`src/rtl/out_port_pkg.sv`:
```
// out_port_pkg: shared FSM state encoding and line constants for out_port_tx (OUT_PORT_PARITY_EN adds parity)
package out_port_pkg;
    typedef enum logic [2:0] {IDLE, START, DATA, PARITY, STOP} state_t;
    localparam int DATA_BITS = 8;
    localparam logic IDLE_LEVEL = 1'b1;
endpackage

```
`src/rtl/sync_fifo.sv`:
```
// sync_fifo: wrap-bit pointer FIFO; writes while full are dropped and flagged in a sticky overflow
module sync_fifo #(
    parameter int WIDTH = 16,
    parameter int DEPTH = 4
) (
    input  logic             clk,
    input  logic             rst,
    input  logic             wr_en,
    input  logic [WIDTH-1:0] wr_data,
    input  logic             rd_en,
    output logic [WIDTH-1:0] rd_data,
    output logic             full,
    output logic             empty,
    output logic             overflow
);
    localparam int AW = $clog2(DEPTH);
    logic [WIDTH-1:0] mem [DEPTH];
    logic [AW:0] wr_ptr, rd_ptr;
    assign full = (wr_ptr[AW] != rd_ptr[AW]) && (wr_ptr[AW-1:0] == rd_ptr[AW-1:0]);
    assign empty = wr_ptr == rd_ptr;
    assign rd_data = mem[rd_ptr[AW-1:0]];
    always_ff @(posedge clk) begin
        if (rst) begin
            wr_ptr <= '0;
            rd_ptr <= '0;
            overflow <= 1'b0;
        end else begin
            if (wr_en && !full) wr_ptr <= wr_ptr + 1'b1;
            if (rd_en && !empty) rd_ptr <= rd_ptr + 1'b1;
            overflow <= overflow | (wr_en && full);
        end
    end
    always_ff @(posedge clk)
        if (wr_en && !full) mem[wr_ptr[AW-1:0]] <= wr_data;
endmodule

```
`src/rtl/out_port_tx.sv`:
```
// out_port_tx: queues 16-bit port words and sends each as two 8N1 frames, low byte first (8E1 with OUT_PORT_PARITY_EN)
module out_port_tx
    import out_port_pkg::*;
#(
    parameter int CLKS_PER_BIT = 16,
    parameter int FIFO_DEPTH = 4
) (
    input  logic        clk,
    input  logic        rst,
    input  logic        wr_en,
    input  logic [15:0] wr_data,
    output logic        full,
    output logic        empty,
    output logic        busy,
    output logic        overflow,
    output logic        tx
);
    localparam int CW = $clog2(CLKS_PER_BIT);
    state_t state, state_n;
    logic [CW-1:0] cnt, cnt_n;
    logic [2:0] bit_idx, bit_idx_n;
    logic byte_sel, sel_n, pop, last, tx_d;
    logic [15:0] hold, hold_n, head;
    logic [7:0] byte_n;
    sync_fifo #(.WIDTH(16), .DEPTH(FIFO_DEPTH)) u_fifo (
        .clk(clk), .rst(rst), .wr_en(wr_en), .wr_data(wr_data), .rd_en(pop),
        .rd_data(head), .full(full), .empty(empty), .overflow(overflow)
    );
    assign busy = state != IDLE;
    always_ff @(posedge clk) begin
        if (rst) begin
            state <= IDLE;
            cnt <= '0;
            bit_idx <= '0;
            byte_sel <= 1'b0;
            hold <= '0;
            tx <= IDLE_LEVEL;
        end else begin
            state <= state_n;
            cnt <= cnt_n;
            bit_idx <= bit_idx_n;
            byte_sel <= sel_n;
            hold <= hold_n;
            tx <= tx_d;
        end
    end
    always_comb begin
        last = cnt == CW'(CLKS_PER_BIT - 1);
        state_n = state;
        cnt_n = last ? '0 : cnt + 1'b1;
        bit_idx_n = bit_idx;
        sel_n = byte_sel;
        hold_n = hold;
        pop = 1'b0;
        case (state)
            IDLE: begin
                cnt_n = '0;
                if (!empty) begin
                    pop = 1'b1;
                    hold_n = head;
                    sel_n = 1'b0;
                    state_n = START;
                end
            end
            START: if (last) begin
                state_n = DATA;
                bit_idx_n = '0;
            end
            DATA: if (last) begin
                if (bit_idx == 3'(DATA_BITS - 1))
`ifdef OUT_PORT_PARITY_EN
                    state_n = PARITY;
`else
                    state_n = STOP;
`endif
                else
                    bit_idx_n = bit_idx + 1'b1;
            end
`ifdef OUT_PORT_PARITY_EN
            PARITY: if (last) state_n = STOP;
`endif
            STOP: if (last) begin
                state_n = byte_sel ? IDLE : START;
                sel_n = 1'b1;
            end
            default: state_n = IDLE;
        endcase
    end
    always_comb begin
        byte_n = sel_n ? hold_n[15:8] : hold_n[7:0];
        tx_d = state_n == START ? ~IDLE_LEVEL :
               state_n == DATA ? byte_n[bit_idx_n] :
`ifdef OUT_PORT_PARITY_EN
               state_n == PARITY ? ^byte_n :
`endif
               IDLE_LEVEL;
    end
endmodule
```
`config.mk`:
```
export PLATFORM = sky130hd
export DESIGN_NAME = out_port_tx
export DESIGN_NICKNAME = d
export VERILOG_FILES = /design/src/rtl/out_port_pkg.sv /design/src/rtl/sync_fifo.sv /design/src/rtl/out_port_tx.sv
export SDC_FILE = /design/constraint.sdc
export NUM_CORES = 1
export LEC_CHECK = 0
export ABC_AREA = 1
export CORE_MARGIN = 3
export CORE_UTILIZATION = 59
export CTS_CLUSTER_SIZE = 16
export DETAILED_ROUTE_END_ITERATION = 8
export PLACE_DENSITY = 0.8
export SLEW_MARGIN = 40
export SYNTH_ARGS = -nofsm -noshare
export SYNTH_HDL_FRONTEND = slang
export SYNTH_SLANG_ARGS = --single-unit
```
`constraint.sdc`:
```
create_clock -name clk -period 2.5 [get_ports clk]
set_input_delay 0.5 -clock clk [delete_from_list [all_inputs] [get_ports clk]]
set_output_delay 0.5 -clock clk [all_outputs]
set_load 0.02 [all_outputs]
```
==> summary.md, run 1 <==
| Metric | Value |
|---|---|
| Overall power | `between 0.004 and 0.005 W` |
| Ys async rst share | `0` |
| TritonCTS Sinks | `around 100` |
| Die ar. | `0.008635 mm²` |
| Port-buffer cells | `23` |
| Final std cells w/o fill | `between 500 and 600` |
| Initial antenna violation count | `0` |
| Ports | `24` |
| Post-Route WL | `about 8600 µm` |
| Worst-Skew Late Latency | `~0.36 ns` |
| Pre-CTS WS | `between 0.5 and 0.6 ns` |
| CTS tree | `built` |
| Clock transition at the registers of the reported paths | `about 0.090 ns` |
| Share of cells above drive strength 1 | `0.1379` |
| Pwr Density | `about 950 mW/mm²` |
| Area of the core | `around 0.0073 mm²` |
| Synth unique cells | `34` |
| Main synth FF type | `edfxtp_1` |
| Largest net degree at the start of global routing | `26` |
| Routed vias | `3,095` |
| Sequential share of the synthesized area | `0.5972` |
| CTS Root Buffer Type | `clkbuf_8` |
| Resized Gates After CTS | `0` |
| Pleak | `between 2 and 2.5 nW` |
| Vias/cell | `around 5.2` |
| Initial Util | `0.6114` |
| Setup bufs post-CTS | `0` |
| Final worst setup slack | `~0.19 ns` |
| Commonest non-fill, non-tap cell in the layout | `nor2_1` |
| Hold depth | `1` |
| Area growth, synth to finish | `11.54%` |
| Setup Viol. Count Final | `0` |
| Hpwl dp | `around 5800 µm` |
| Htree depth | `3` |
| Syn Nets | `a little under 500` |
| Setup tns final | `0 ns` |
| Pre-antenna DRT Iters | `4` |
| Final hold vios | `0` |
| Die height | `slightly above 90 µm` |
| Reg-to-Reg End | `tx` |
| CTS Buffer Depth | `2` |
| Hold Buf Count CTS | `0` |
| Rows | `31` |
| Worst vdd ir | `0.0006086 V` |
| Crit path max fanout | `4` |
| Fmax | `between 400 and 500 MHz` |
| GR Util All Layers | `0.2169` |
| Synth Register Bits | `~100` |
| Drt wl/cell | `14.57 µm` |
| Fin nets | `around 510` |
| Max-cap check violation count | `0` |
| RSZ-0062 raised after global routing | `no` |
| Most frequent cells in the layout | `75 x nor2_1, 72 x nand2_1, 64 x edfxtp_1` |
| DRC violation count after routing | `0` |
| Final Critical Period | `~2.3 ns` |
| Reg2reg setup slack | `between 0.5 and 0.6 ns` |
| R2R depth | `14` |
| Post-synth EDFFs | `64` |
| Final Skew | `0.01042 ns` |
| Setup CP Type | `reg2out` |
| GP Congestion | `a little over 0.9` |
| Syn Area/Cell | `between 9 and 10 µm²` |
| Design Area, Final | `between 0.004 and 0.005 mm²` |
| Setup crit start kind | `flop` |
| CP Capture Type | `output port` |
| Reg-to-reg startpoint | `u_fifo.wr_ptr[0]` |
| Synthesized instance count | `roughly 460` |
| Num CTS Buffers | `9` |
| Status | `complete, no violations` |
| Area after DPL | `0.004781 mm²` |
| Synth Warn # | `0` |
| Netlist Area Pre-Place | `around 0.0045 mm²` |
| Final Slew Violations | `0` |
| Diodes inserted | `0` |
| Worst Hold Class | `reg2reg` |
| First-pass GRT wire length | `about 14,000 µm` |
| Vias in the first global route | `between 3k and 4k` |
| DRT antenna net count | `0` |
| Grt ovf | `0` |
| Pin slew with the least headroom to its limit | `between 0.4 and 0.5 ns` |
| Hold path start | `cnt[0]` |
| Fin crit share | `0.9239` |
| Die Width | `92.93 µm` |
| Inst Count DP | `576` |
| Initial drt markers | `200` |
| Worst EP required | `around 2 ns` |
| Endpoint, Worst Hold | `cnt[0]` |
| Critical path arrival | `~1.8 ns` |
| Slew HR | `0.7227` |
-- where the power goes --
group / total [W] / internal, W / leakage (nW) / switching [W]
clock network: 0.00100 / 0.000462 / 0.0888 / 0.000538
registers: 0.00212 / 0.00200 / 0.892 / 0.000112
logic: 0.00162 / 0.000556 / 1.02 / 0.00107
total: 0.00474 / 0.00302 / 2.00 / 0.00172
-- flip-flops by register name (all words and copies together) (netlist names), named ones only --
signal,count
bit_idx,3
cnt,4
u_fifo.mem,64
hold,16
state,3
byte_sel,1
u_fifo.rd_ptr,3
u_fifo.wr_ptr,3
tx,1
u_fifo.overflow,1
-- final cells by class --
class | count | area, µm²
clock buffers | 10 | 127.6
clock inverters | 6 | 63.81
fillers | 589 | 2320
inverters | 65 | 245.2
multi-input cells | 278 | 1444
flip-flops and latches | 101 | 2663
well taps | 99 | 123.9
repair buffers | 33 | 305.3
-- worst max-delay path: stages (launching register included) --
cell	delay (ns)
dfxtp_1	0.40
nand2_1	0.12
nand2_4	0.10
nand2_1	0.08
nor2_1	0.13
clkdlybuf4s50_1	0.62
-- synthesized netlist by cell type, types with 2 or more instances --
| master | n | share of area |
|---|---|---|
| nor2_1 | 75 | 0.063 |
| nand2_1 | 72 | 0.061 |
| edfxtp_1 | 64 | 0.43 |
| inv_1 | 51 | 0.043 |
| dfxtp_1 | 37 | 0.17 |
| o21ai_0 | 32 | 0.036 |
| nand3_1 | 22 | 0.025 |
| a21oi_1 | 13 | 0.015 |
| inv_2 | 13 | 0.011 |
| nand2_2 | 13 | 0.018 |
| ha_1 | 7 | 0.020 |
| buf_2 | 6 | 0.0067 |
| nand3b_1 | 6 | 0.010 |
| o221ai_1 | 6 | 0.012 |
| buf_4 | 5 | 0.0084 |
| nand2_4 | 5 | 0.013 |
| nand4_1 | 4 | 0.0056 |
| o21ai_1 | 4 | 0.0045 |
| o21ai_2 | 4 | 0.0079 |
| nand3_2 | 3 | 0.0067 |
| clkbuf_1 | 2 | 0.0017 |
| nand3_4 | 2 | 0.0079 |
| o22ai_1 | 2 | 0.0028 |
-- per-layer routing --
layer  track usage  vias to the layer above  wire (µm)
met5             0                        -          0
met4       0.08669                        0        102
met3       0.03899                       11        495
met2        0.3695                       75       4459
met1        0.2739                     1446       3567
li1              -                     1563          -
-- worst max path at each step --
stage,depth (start not counted),slack (ns),to,startpoint
4_1_cts,5,0.18,full,u_fifo.wr_ptr[0]
6_report,5,0.19,full,u_fifo.wr_ptr[0]
5_1_grt,6,0.06,full,u_fifo.rd_ptr[0]
3_3_place_gp,5,0.63,full,u_fifo.wr_ptr[0]
2_1_floorplan,6,0.61,u_fifo.mem[3][0],u_fifo.wr_ptr[1]
3_5_place_dp,5,0.58,full,u_fifo.wr_ptr[0]
-- per-stage QoR --
stage / util / hold WS [ns]
floorplan: - / 0.4179
global placement: 0.6556 / 0.4315
detailed placement: 0.6556 / 0.4429
CTS: 0.6819 / 0.4567
global route: 0.6819 / 0.4977
finish: 0.6819 / 0.4541
-- logic make-up (layout without fill, tap and decap cells) --
group | count (synthesis) | after routing | synth area share
compound gates | 64 | 64 | 0.08448
simple gates | 204 | 204 | 0.2136
fa+ha+maj | 7 | 7 | 0.01965
mux | 1 | 1 | 0.002245
flops | 101 | 101 | 0.5972
xor+xnor | 2 | 2 | 0.003930
buf+inv | 80 | 114 | 0.07887
(Power assumes the default switching activity.)
==> run 2: changes to the inputs <==
--- a/config.mk
+++ b/config.mk
@@ -6,6 +6,7 @@
 export NUM_CORES = 1
 export LEC_CHECK = 0
 export ABC_AREA = 1
+export CAP_MARGIN = 20
 export CORE_MARGIN = 3
 export CORE_UTILIZATION = 59
 export CTS_CLUSTER_SIZE = 16
==> results of run 2 <==
The final DEF is identical to that of run 1; final timing and power are the same.
